===== src/rtl/fdiv_pkg.sv =====
// Shared types and defaults for the programmable clock divider.
package fdiv_pkg;
  localparam int CNT_W_DEF = 8;

  typedef enum logic [1:0] {
    ST_OFF  = 2'd0,
    ST_RUN  = 2'd1,
    ST_PEND = 2'd2
  } state_t;
endpackage


===== src/rtl/fdiv_if.sv =====
// Config request channel: ratio and enable under valid/ready.
interface fdiv_if #(parameter int CNT_W = 8);
  logic             cfg_valid;
  logic             cfg_ready;
  logic [CNT_W-1:0] cfg_div;
  logic             cfg_en;

  modport master (output cfg_valid, cfg_div, cfg_en, input cfg_ready);
  modport slave  (input cfg_valid, cfg_div, cfg_en, output cfg_ready);
endinterface


===== src/rtl/fdiv_core.sv =====
// Ratio counter plus posedge/negedge phase flops giving a 50% duty clk/N.
module fdiv_core
  import fdiv_pkg::*;
#(
  parameter int CNT_W       = CNT_W_DEF,
  parameter int DIV_DEFAULT = 5
) (
  input  logic             clk,
  input  logic             rst_n,
  input  logic             run,
  input  logic             load,
  input  logic [CNT_W-1:0] load_div,
  output logic             div_clk,
  output logic             cnt_last,
  output logic             cnt_zero
);
  logic [CNT_W-1:0] cur_div, cnt, cnt_next, half;
  logic             p, n;

  assign half     = cur_div >> 1;
  assign cnt_last = (cnt == cur_div - CNT_W'(1));
  assign cnt_zero = (cnt == '0);
  assign cnt_next = cnt_last ? '0 : cnt + CNT_W'(1);

  // A load always starts a fresh period; p follows run so a stop holds the clock low.
  always_ff @(posedge clk or negedge rst_n) begin
    if (!rst_n) begin
      cur_div <= CNT_W'(DIV_DEFAULT);
      cnt     <= '0;
      p       <= 1'b0;
    end else if (load) begin
      cur_div <= load_div;
      cnt     <= '0;
      p       <= run;
    end else if (run) begin
      cnt <= cnt_next;
      p   <= (cnt_next < half);
    end else begin
      cnt <= '0;
      p   <= 1'b0;
    end
  end

  // Half-cycle stretch of p for odd ratios.
  always_ff @(negedge clk or negedge rst_n) begin
    if (!rst_n) n <= 1'b0;
    else        n <= p;
  end

  assign div_clk = cur_div[0] ? (p | n) : p;
endmodule


===== src/rtl/fdiv_ctrl.sv =====
// Config FSM: accepts ratio/enable requests and applies them on period boundaries.
module fdiv_ctrl
  import fdiv_pkg::*;
#(
  parameter int CNT_W       = CNT_W_DEF,
  parameter int DIV_MIN     = 2,
  parameter int DIV_DEFAULT = 5
) (
  input  logic   clk,
  input  logic   rst_n,
  fdiv_if.slave  cfg,
  output logic   div_clk,
  output logic   div_active,
  output logic   period_strobe,
  output logic   cfg_err
);
  localparam logic [CNT_W-1:0] MIN_V = CNT_W'(DIV_MIN);

  state_t           state, state_n;
  logic [CNT_W-1:0] pend_div, load_div;
  logic             pend_en, run, load, cnt_last, cnt_zero, accept, bad;

  assign accept        = cfg.cfg_valid && cfg.cfg_ready;
  assign bad           = (cfg.cfg_div < MIN_V);
  assign cfg.cfg_ready = (state != ST_PEND);
  assign div_active    = (state != ST_OFF);
  assign period_strobe = div_active && cnt_zero;

  always_ff @(posedge clk or negedge rst_n) begin
    if (!rst_n) begin
      state    <= ST_OFF;
      pend_div <= CNT_W'(DIV_DEFAULT);
      pend_en  <= 1'b0;
      cfg_err  <= 1'b0;
    end else begin
      state   <= state_n;
      cfg_err <= accept && bad;
      if (state == ST_RUN && accept && !bad) begin
        pend_div <= cfg.cfg_div;
        pend_en  <= cfg.cfg_en;
      end
    end
  end

  always_comb begin
    state_n  = state;
    load     = 1'b0;
    load_div = cfg.cfg_div;
    run      = (state != ST_OFF);
    unique case (state)
      ST_OFF: if (accept && !bad) begin
        load    = 1'b1;
        run     = cfg.cfg_en;
        state_n = cfg.cfg_en ? ST_RUN : ST_OFF;
      end
      ST_RUN: if (accept && !bad) state_n = ST_PEND;
      ST_PEND: if (cnt_last) begin
        load     = 1'b1;
        load_div = pend_div;
        run      = pend_en;
        state_n  = pend_en ? ST_RUN : ST_OFF;
      end
      default: state_n = ST_OFF;
    endcase
  end

  fdiv_core #(.CNT_W(CNT_W), .DIV_DEFAULT(DIV_DEFAULT)) u_core (
    .clk      (clk),
    .rst_n    (rst_n),
    .run      (run),
    .load     (load),
    .load_div (load_div),
    .div_clk  (div_clk),
    .cnt_last (cnt_last),
    .cnt_zero (cnt_zero)
  );
endmodule


===== src/flat_wrapper.sv =====
// flat-port wrapper written by rule: the top's interface ports become plain ports
module fdiv_ctrl_flat import fdiv_pkg::*;
#(
  parameter int CNT_W       = CNT_W_DEF,
  parameter int DIV_MIN     = 2,
  parameter int DIV_DEFAULT = 5
)
  (clk, rst_n, div_clk, div_active, period_strobe, cfg_err, cfg_cfg_valid, cfg_cfg_div, cfg_cfg_en, cfg_cfg_ready);
  fdiv_if #(.CNT_W(CNT_W)) cfg_i ();
  input  logic clk;
  input  logic rst_n;
  output logic div_clk;
  output logic div_active;
  output logic period_strobe;
  output logic cfg_err;
  input wire logic [$bits(cfg_i.cfg_valid)-1:0] cfg_cfg_valid;
  input wire logic [$bits(cfg_i.cfg_div)-1:0] cfg_cfg_div;
  input wire logic [$bits(cfg_i.cfg_en)-1:0] cfg_cfg_en;
  output wire logic [$bits(cfg_i.cfg_ready)-1:0] cfg_cfg_ready;
  assign cfg_i.cfg_valid = cfg_cfg_valid;
  assign cfg_i.cfg_div = cfg_cfg_div;
  assign cfg_i.cfg_en = cfg_cfg_en;
  assign cfg_cfg_ready = cfg_i.cfg_ready;
  fdiv_ctrl #(.CNT_W(CNT_W), .DIV_MIN(DIV_MIN), .DIV_DEFAULT(DIV_DEFAULT)) u_core (.clk(clk), .rst_n(rst_n), .cfg(cfg_i), .div_clk(div_clk), .div_active(div_active), .period_strobe(period_strobe), .cfg_err(cfg_err));
endmodule

===== config.mk =====
export PLATFORM = sky130hd
export DESIGN_NAME = fdiv_ctrl_flat
export DESIGN_NICKNAME = d
export VERILOG_FILES = /design/src/rtl/fdiv_pkg.sv /design/src/rtl/fdiv_if.sv /design/src/rtl/fdiv_core.sv /design/src/rtl/fdiv_ctrl.sv /design/src/flat_wrapper.sv
export SDC_FILE = /design/constraint.sdc
export NUM_CORES = 1
export LEC_CHECK = 0
export ABC_AREA = 1
export BUFFER_PORTS_ARGS = -buffer_cell sky130_fd_sc_hd__buf_2
export CAP_MARGIN = 20
export CORE_ASPECT_RATIO = 0.8
export CORE_MARGIN = 2
export CORE_UTILIZATION = 55
export CTS_CLUSTER_SIZE = 20
export DETAILED_ROUTE_END_ITERATION = 10
export PLACE_DENSITY_LB_ADDON = 0.15
export REMOVE_ABC_BUFFERS = 1
export SYNTH_ARGS = -nofsm -noshare
export SYNTH_HDL_FRONTEND = slang
export SYNTH_SLANG_ARGS = --single-unit

===== constraint.sdc =====
create_clock -name clk -period 3 [get_ports clk]
set_input_delay 0.45 -clock clk [delete_from_list [all_inputs] [get_ports clk]]
set_output_delay 0.45 -clock clk [all_outputs]
set_load 0.02 [all_outputs]

==> results of run 1 <==
[through the flow]
step	setup WS, ns	power [W]	hold slack [ns]
after detailed placement	0.415	0.00162	0.474
after global routing	0.0734	0.00220	0.239
after floorplan	0.484	0.00139	0.154
final	0.111	0.00204	0.191
after CTS	0.106	0.00204	0.206
after global placement	0.432	0.00160	0.469
[kinds of logic (layout without fill, tap and decap cells)]
logic type,Yosys count,after routing,share of synthesized area [%]
simple gates,119,119,29.4
compound gates,32,32,10.6
fa+ha+maj,9,9,5.97
xor+xnor,7,7,3.25
flops,30,30,40.1
buf+inv,51,75,10.7
[final cells by class]
type                       count  area share, %
timing repair buffer          18           4.47
clock inverter                 2           1.76
tap                           40           2.35
sequential                    30           35.5
inverter                      49           8.76
clock buffer                   6           3.41
multi-input combinational    167           43.7
[registers in the layout, indices dropped and copies added, names as in the netlist]
signal	cells
u_core.state	2
u_core.u_core.cnt	8
u_core.pend_en	1
u_core.u_core.n	1
u_core.pend_div	8
u_core.u_core.cur_div	8
u_core.cfg_err	1
u_core.u_core.p	1
[layout by cell type (no fill, tap or decap), types with 3 or more instances in the layout]
cell type and n:
nand2_1 64, inv_1 43, dfrtp_1 25, buf_2 16, nor2_1 14, o21ai_0 13, nor2_2 12, nand3_1 11
ha_1 9, o221ai_1 8, inv_2 5, a21oi_1 5, clkbuf_8 5, xor2_1 4, dfstp_2 4, xnor2_1 3
nand2_2 3, nand4_1 3, nor3_1 3
[per-layer routing]
metal	up-vias	wire (µm)	track usage [%]
li1	830	-	-
met1	755	2040	30.9
met2	31	1860	36.3
met3	4	139	5.39
met4	0	38	6.16
met5	-	0	0
[power by group]
group          switching, W  internal [W]
combinational      0.000612      0.000325
sequential         0.000124      0.000566
clock              0.000160      0.000248
total              0.000897       0.00114
[worst paths after layout]
check / start / end / slack, ns / cells after the start
worst max-delay path: u_core.u_core.n$_DFF_NN0_ / div_clk / 0.11 / 2
worst min-delay path: rst_n / u_core.pend_en$_DFFE_PN0P_ / 0.19 / 2
worst max register to register: u_core.u_core.cur_div[0]$_DFFE_PN1P_ / u_core.u_core.p$_DFF_PN0_ / 0.38 / 18
worst min register to register: u_core.pend_en$_DFFE_PN0P_ / u_core.pend_en$_DFFE_PN0P_ / 0.49 / 2
max in group asynchronous: rst_n / u_core.u_core.n$_DFF_NN0_ / 1.56 / 1
min in group clk: cfg_cfg_valid / u_core.cfg_err$_DFF_PN0_ / 0.41 / 3
==> impl_results.md, run 1 <==
- Status: complete, no violations
- Final #Nets: 292
- IO Pins: 17
- Synth cell types: 32
- DR DRC count: 0
- Seq/Total Area, Yosys: 40.1%
- Post-Place Cells: 304
- Fin. max-slew vios: 0
- Post-synth EDFFs: 0
- Critical path class: register to output port
- Final setup TNS: 0 ns
- Die ar.: 3920 µm²
- Remaining Overflow, GRT: 0
- Largest net degree at the start of global routing: 30
- RSZ-0062 raised after global routing: no
- Routed len/inst: 13.1 µm
- Maximum vdd drop: 613 µV
- Number of buffers created by CTS: 5
- First-pass GRT wire length: 6980 µm
- Layout cells sized above 1: 20.6%
- Worst Skew: 0.00853 ns
- Synth-to-layout area growth: 12.7%
- Top_reg_cell synth: dfrtp_1
- Critical Path, Cell by Cell: a21o_1 -> buf_2
- Synth cell count leaders: 64 x nand2_1, 43 x inv_1, 25 x dfrtp_1, 14 x nor2_1, 13 x o21ai_0
- Total of max-cap violations: 0
- Max incr delay on CP: 0.34 ns
- Post-route cell area: 2130 µm²
- Yosys warnings: 0
- Clk_lat worst skew: 0.29 ns
- Die height: 56.4 µm
- HPWL Detailed: 3050 µm
- Cell with the most instances after synthesis: nand2_1
- Lkg Pwr: 1.13 nW
- Placed instance area: 2020 µm²
- H-tree depth: 2
- Cells after synthesis: 248
- Share of the synthesized area in the top cell type: 33.2%
- Critical path buffers and inverters: 1
- Rel. slew slack: 57.8%
- Post-DRT Antenna Nets: 0
- CP delay by family, top: flip-flops
- CTS root buf: clkbuf_8
- CTS Hold Bufs: 0
- Post-Syn Area per Cell: 7.61 µm²
- Leading post-synthesis cells by cell area: dfrtp_1 33%, nand2_1 13%, inv_1 8.6%
- # Post-CTS Setup Buffers: 0
- Critical-path top delay cell: dfrtn_1
- Max clock buf depth: 2
- Slew @ Worst Pin: 0.631 ns
- Initial core utilization: 59.4%
- Via total after detailed routing: 1620
- CORE AREA: 3180 µm²
- Antenna diode count: 0
- Cts repair resizes: 0
- Seq. cell area: 756 µm²
- Mapped Area: 1890 µm²
- Fillers: 276
- Initial DRT Pass Iterations: 4
- DRT Wirelength: 4080 µm
- Critical Path Sink Type: output port
- Yosys reg bits: 30
- Largest area contributor in the netlist: dfrtp_1
- Vias in the first global route: 1535
- Die Wd: 69.5 µm
- Crit start category: register
- Clock transition at path regs: 0.07 ns
- Maximum fanout along the worst path: 1
- Multi-input logic area: 930 µm²
- Synth async-reset ratio: 100%
- Critical Path AT: 2.44 ns
- Hold Vio Cnt, Final: 0
- Row count: 18
- Via-to-Cell Ratio: 5.19
- Initial antenna violation count: 0
- Filler-free cell count of the finished design: 312
- CTS sink cnt: 30
- WP data required: 2.55 ns
- Starting DRT DRC Count: 142
- CTS tree: done
- Final Util: 67.0%
- Power per cell area: 957 nW/µm²
- Final Wtd Congestion: 0.873
- Final setup violation count: 0
- GRT Total Usage: 22.7%
- PortBufs: 16
- Hold WC Path Type: primary input to asynchronous set/reset pin
Power figures use the tool's default switching activity.
==> run 2: changes to the inputs <==
- MAX_ROUTING_LAYER: unset -> met4
==> impl_results.md, run 2 (synthesis gave the netlist of run 1 again) <==
- Max incr delay on CP: 0.34 ns (about the same)
- Layout cells sized above 1: 20.6% (unchanged)
- DR DRC count: 0 (unchanged)
- Clock transition at path regs: 0.07 ns (about the same)
- Post-Place Cells: 304 (unchanged)
- Clk_lat worst skew: 0.29 ns (about the same)
- DRT Wirelength: 4090 µm (was 4080 µm)
- Vias in the first global route: 1532 (was 1535)
- Remaining Overflow, GRT: 0 (unchanged)
- Rel. slew slack: 57.7% (was 57.8%)
- # Post-CTS Setup Buffers: 0 (unchanged)
- Maximum fanout along the worst path: 1 (unchanged)
- Critical Path AT: 2.44 ns (about the same)
- Cts repair resizes: 0 (unchanged)
- Worst r2r src: u_core.u_core.cur_div[0]$_DFFE_PN1P_ (unchanged)
- Largest net degree at the start of global routing: 30 (unchanged)
- RR Endpoint: u_core.u_core.p$_DFF_PN0_ (unchanged)
- Number of buffers created by CTS: 5 (unchanged)
- Worst Skew: 0.00852 ns (was 0.00853 ns)
- Max clock buf depth: 2 (unchanged)
- Met3 Use GR: 5.39% (unchanged)
- Total of max-cap violations: 0 (unchanged)
- RSZ-0062 raised after global routing: no (unchanged)
- Hold WC Path Type: primary input to asynchronous set/reset pin (unchanged)
- Hold Vio Cnt, Final: 0 (unchanged)
- Worst hold margin: 0.192 ns (was 0.191 ns)
- CP delay by family, top: flip-flops (unchanged)
- Routed len/inst: 13.1 µm (about the same)
- Row count: 18 (unchanged)
- Filler-free cell count of the finished design: 312 (unchanged)
- Critical path class: register to output port (unchanged)
- Fin. max-slew vios: 0 (unchanged)
- Critical Path, Cell by Cell: a21o_1 -> buf_2 (unchanged)
- Total Power: 0.00204 W (about the same)
- Final setup TNS: 0 ns (unchanged)
- Registers with the most flip-flops: u_core.pend_div x8, u_core.u_core.cnt x8, u_core.u_core.cur_div x8 (unchanged)
- Final #Nets: 292 (unchanged)
- Post-DRT Antenna Nets: 0 (unchanged)
- Critical path buffers and inverters: 1 (unchanged)
- First-pass GRT wire length: 6980 µm (unchanged)
- Crit start category: register (unchanged)
- Slew @ Worst Pin: 0.633 ns (was 0.631 ns)
- Critical path depth in cells: 2 (unchanged)
- Initial core utilization: 59.4% (unchanged)
- Lkg Pwr: 1.13 nW (unchanged)
- IO Pins: 17 (unchanged)
- Via-to-Cell Ratio: 5.16 (was 5.19)
- Status: complete, no violations (unchanged)
- Antenna diode count: 0 (unchanged)
- FF-to-FF setup slack: 0.38 ns (about the same)
- CTS sink cnt: 30 (unchanged)
- HPWL Detailed: 3050 µm (unchanged)
- Final Wtd Congestion: 0.888 (was 0.873)
- Synth-to-layout area growth: 12.7% (unchanged)
- Die Wd: 69.5 µm (unchanged)
- Via total after detailed routing: 1611 (was 1620)
- CTS Hold Bufs: 0 (unchanged)
- Most common cell after layout, fill and taps aside: nand2_1 (unchanged)
- Met1 GRT Util: 30.9% (unchanged)
- Maximum vdd drop: 613 µV (about the same)
- Final Util: 67.0% (unchanged)
- CTS tree: done (unchanged)
- H-tree depth: 2 (unchanged)
- Global routing met2 resource utilization: 36.3% (unchanged)
- Critical-path top delay cell: dfrtn_1 (unchanged)
- Die ar.: 3920 µm² (unchanged)
- Initial antenna violation count: 0 (unchanged)
- Final setup violation count: 0 (unchanged)
- Die height: 56.4 µm (unchanged)
- CTS root buf: clkbuf_8 (unchanged)
- Most frequent cells in the layout: 64 x nand2_1, 43 x inv_1, 25 x dfrtp_1 (unchanged)
- Starting DRT DRC Count: 142 (unchanged)
- GRT Total Usage: 23.3% (was 22.7%)
- CORE AREA: 3180 µm² (unchanged)
- GRT busiest layer: met2 (unchanged)
- PortBufs: 16 (unchanged)
- Initial DRT Pass Iterations: 4 (unchanged)
- Critical Path Sink Type: output port (unchanged)
- WP data required: 2.55 ns (about the same)
- Worst Reg-to-Reg Cells: 18 (unchanged)
- Power per cell area: 957 nW/µm² (about the same)
-- run 2: cell counts in the layout (fill, tap and decap cells not counted) --
Identical to the previous run, type by type.
-- run 2: worst max-delay path by stage --
stage | from | to | slack, ns
after floorplan | u_core.u_core.n$_DFF_NN0_ | div_clk | 0.48
after global placement | u_core.u_core.n$_DFF_NN0_ | div_clk | 0.43
after detailed placement | u_core.u_core.n$_DFF_NN0_ | div_clk | 0.42
after CTS | u_core.u_core.n$_DFF_NN0_ | div_clk | 0.11
after global routing | u_core.u_core.n$_DFF_NN0_ | div_clk | 0.07
final | u_core.u_core.n$_DFF_NN0_ | div_clk | 0.11
-- run 2: per-stage QoR --
stage          area (µm²)  setup slack [ns]
5_1_grt              2130            0.0734
2_1_floorplan        1870             0.484
4_1_cts              2130             0.106
3_3_place_gp         2020             0.432
3_5_place_dp         2020             0.415
6_report             2130             0.111
-- run 2: routing by layer --
| metal | routed length (µm) | vias up |
|---|---|---|
| met1 | 2070 | 748 |
| met2 | 1850 | 28 |
| li1 | - | 831 |
| met4 | 38 | 0 |
| met5 | 0 | - |
| met3 | 130 | 4 |
-- run 2: cell type report --
| type | instances | area [µm²] |
|---|---|---|
| Tap cell | 40 | 50.0 |
| Timing Repair Buffer | 18 | 95.1 |
| Inverter | 49 | 186 |
| Sequential cell | 30 | 756 |
| Clock buffer | 6 | 72.6 |
| Clock inverter | 2 | 37.5 |
| Fill cell | 276 | 1050 |
| Multi-Input combinational cell | 167 | 930 |
-- run 2: where the power goes --
group	switching, W	total (W)	leakage (nW)	internal (W)
Sequential	0.000124	0.000690	0.378	0.000566
Clock	0.000161	0.000408	0.0514	0.000248
Combinational	0.000612	0.000938	0.705	0.000325
Total	0.000897	0.00204	1.13	0.00114
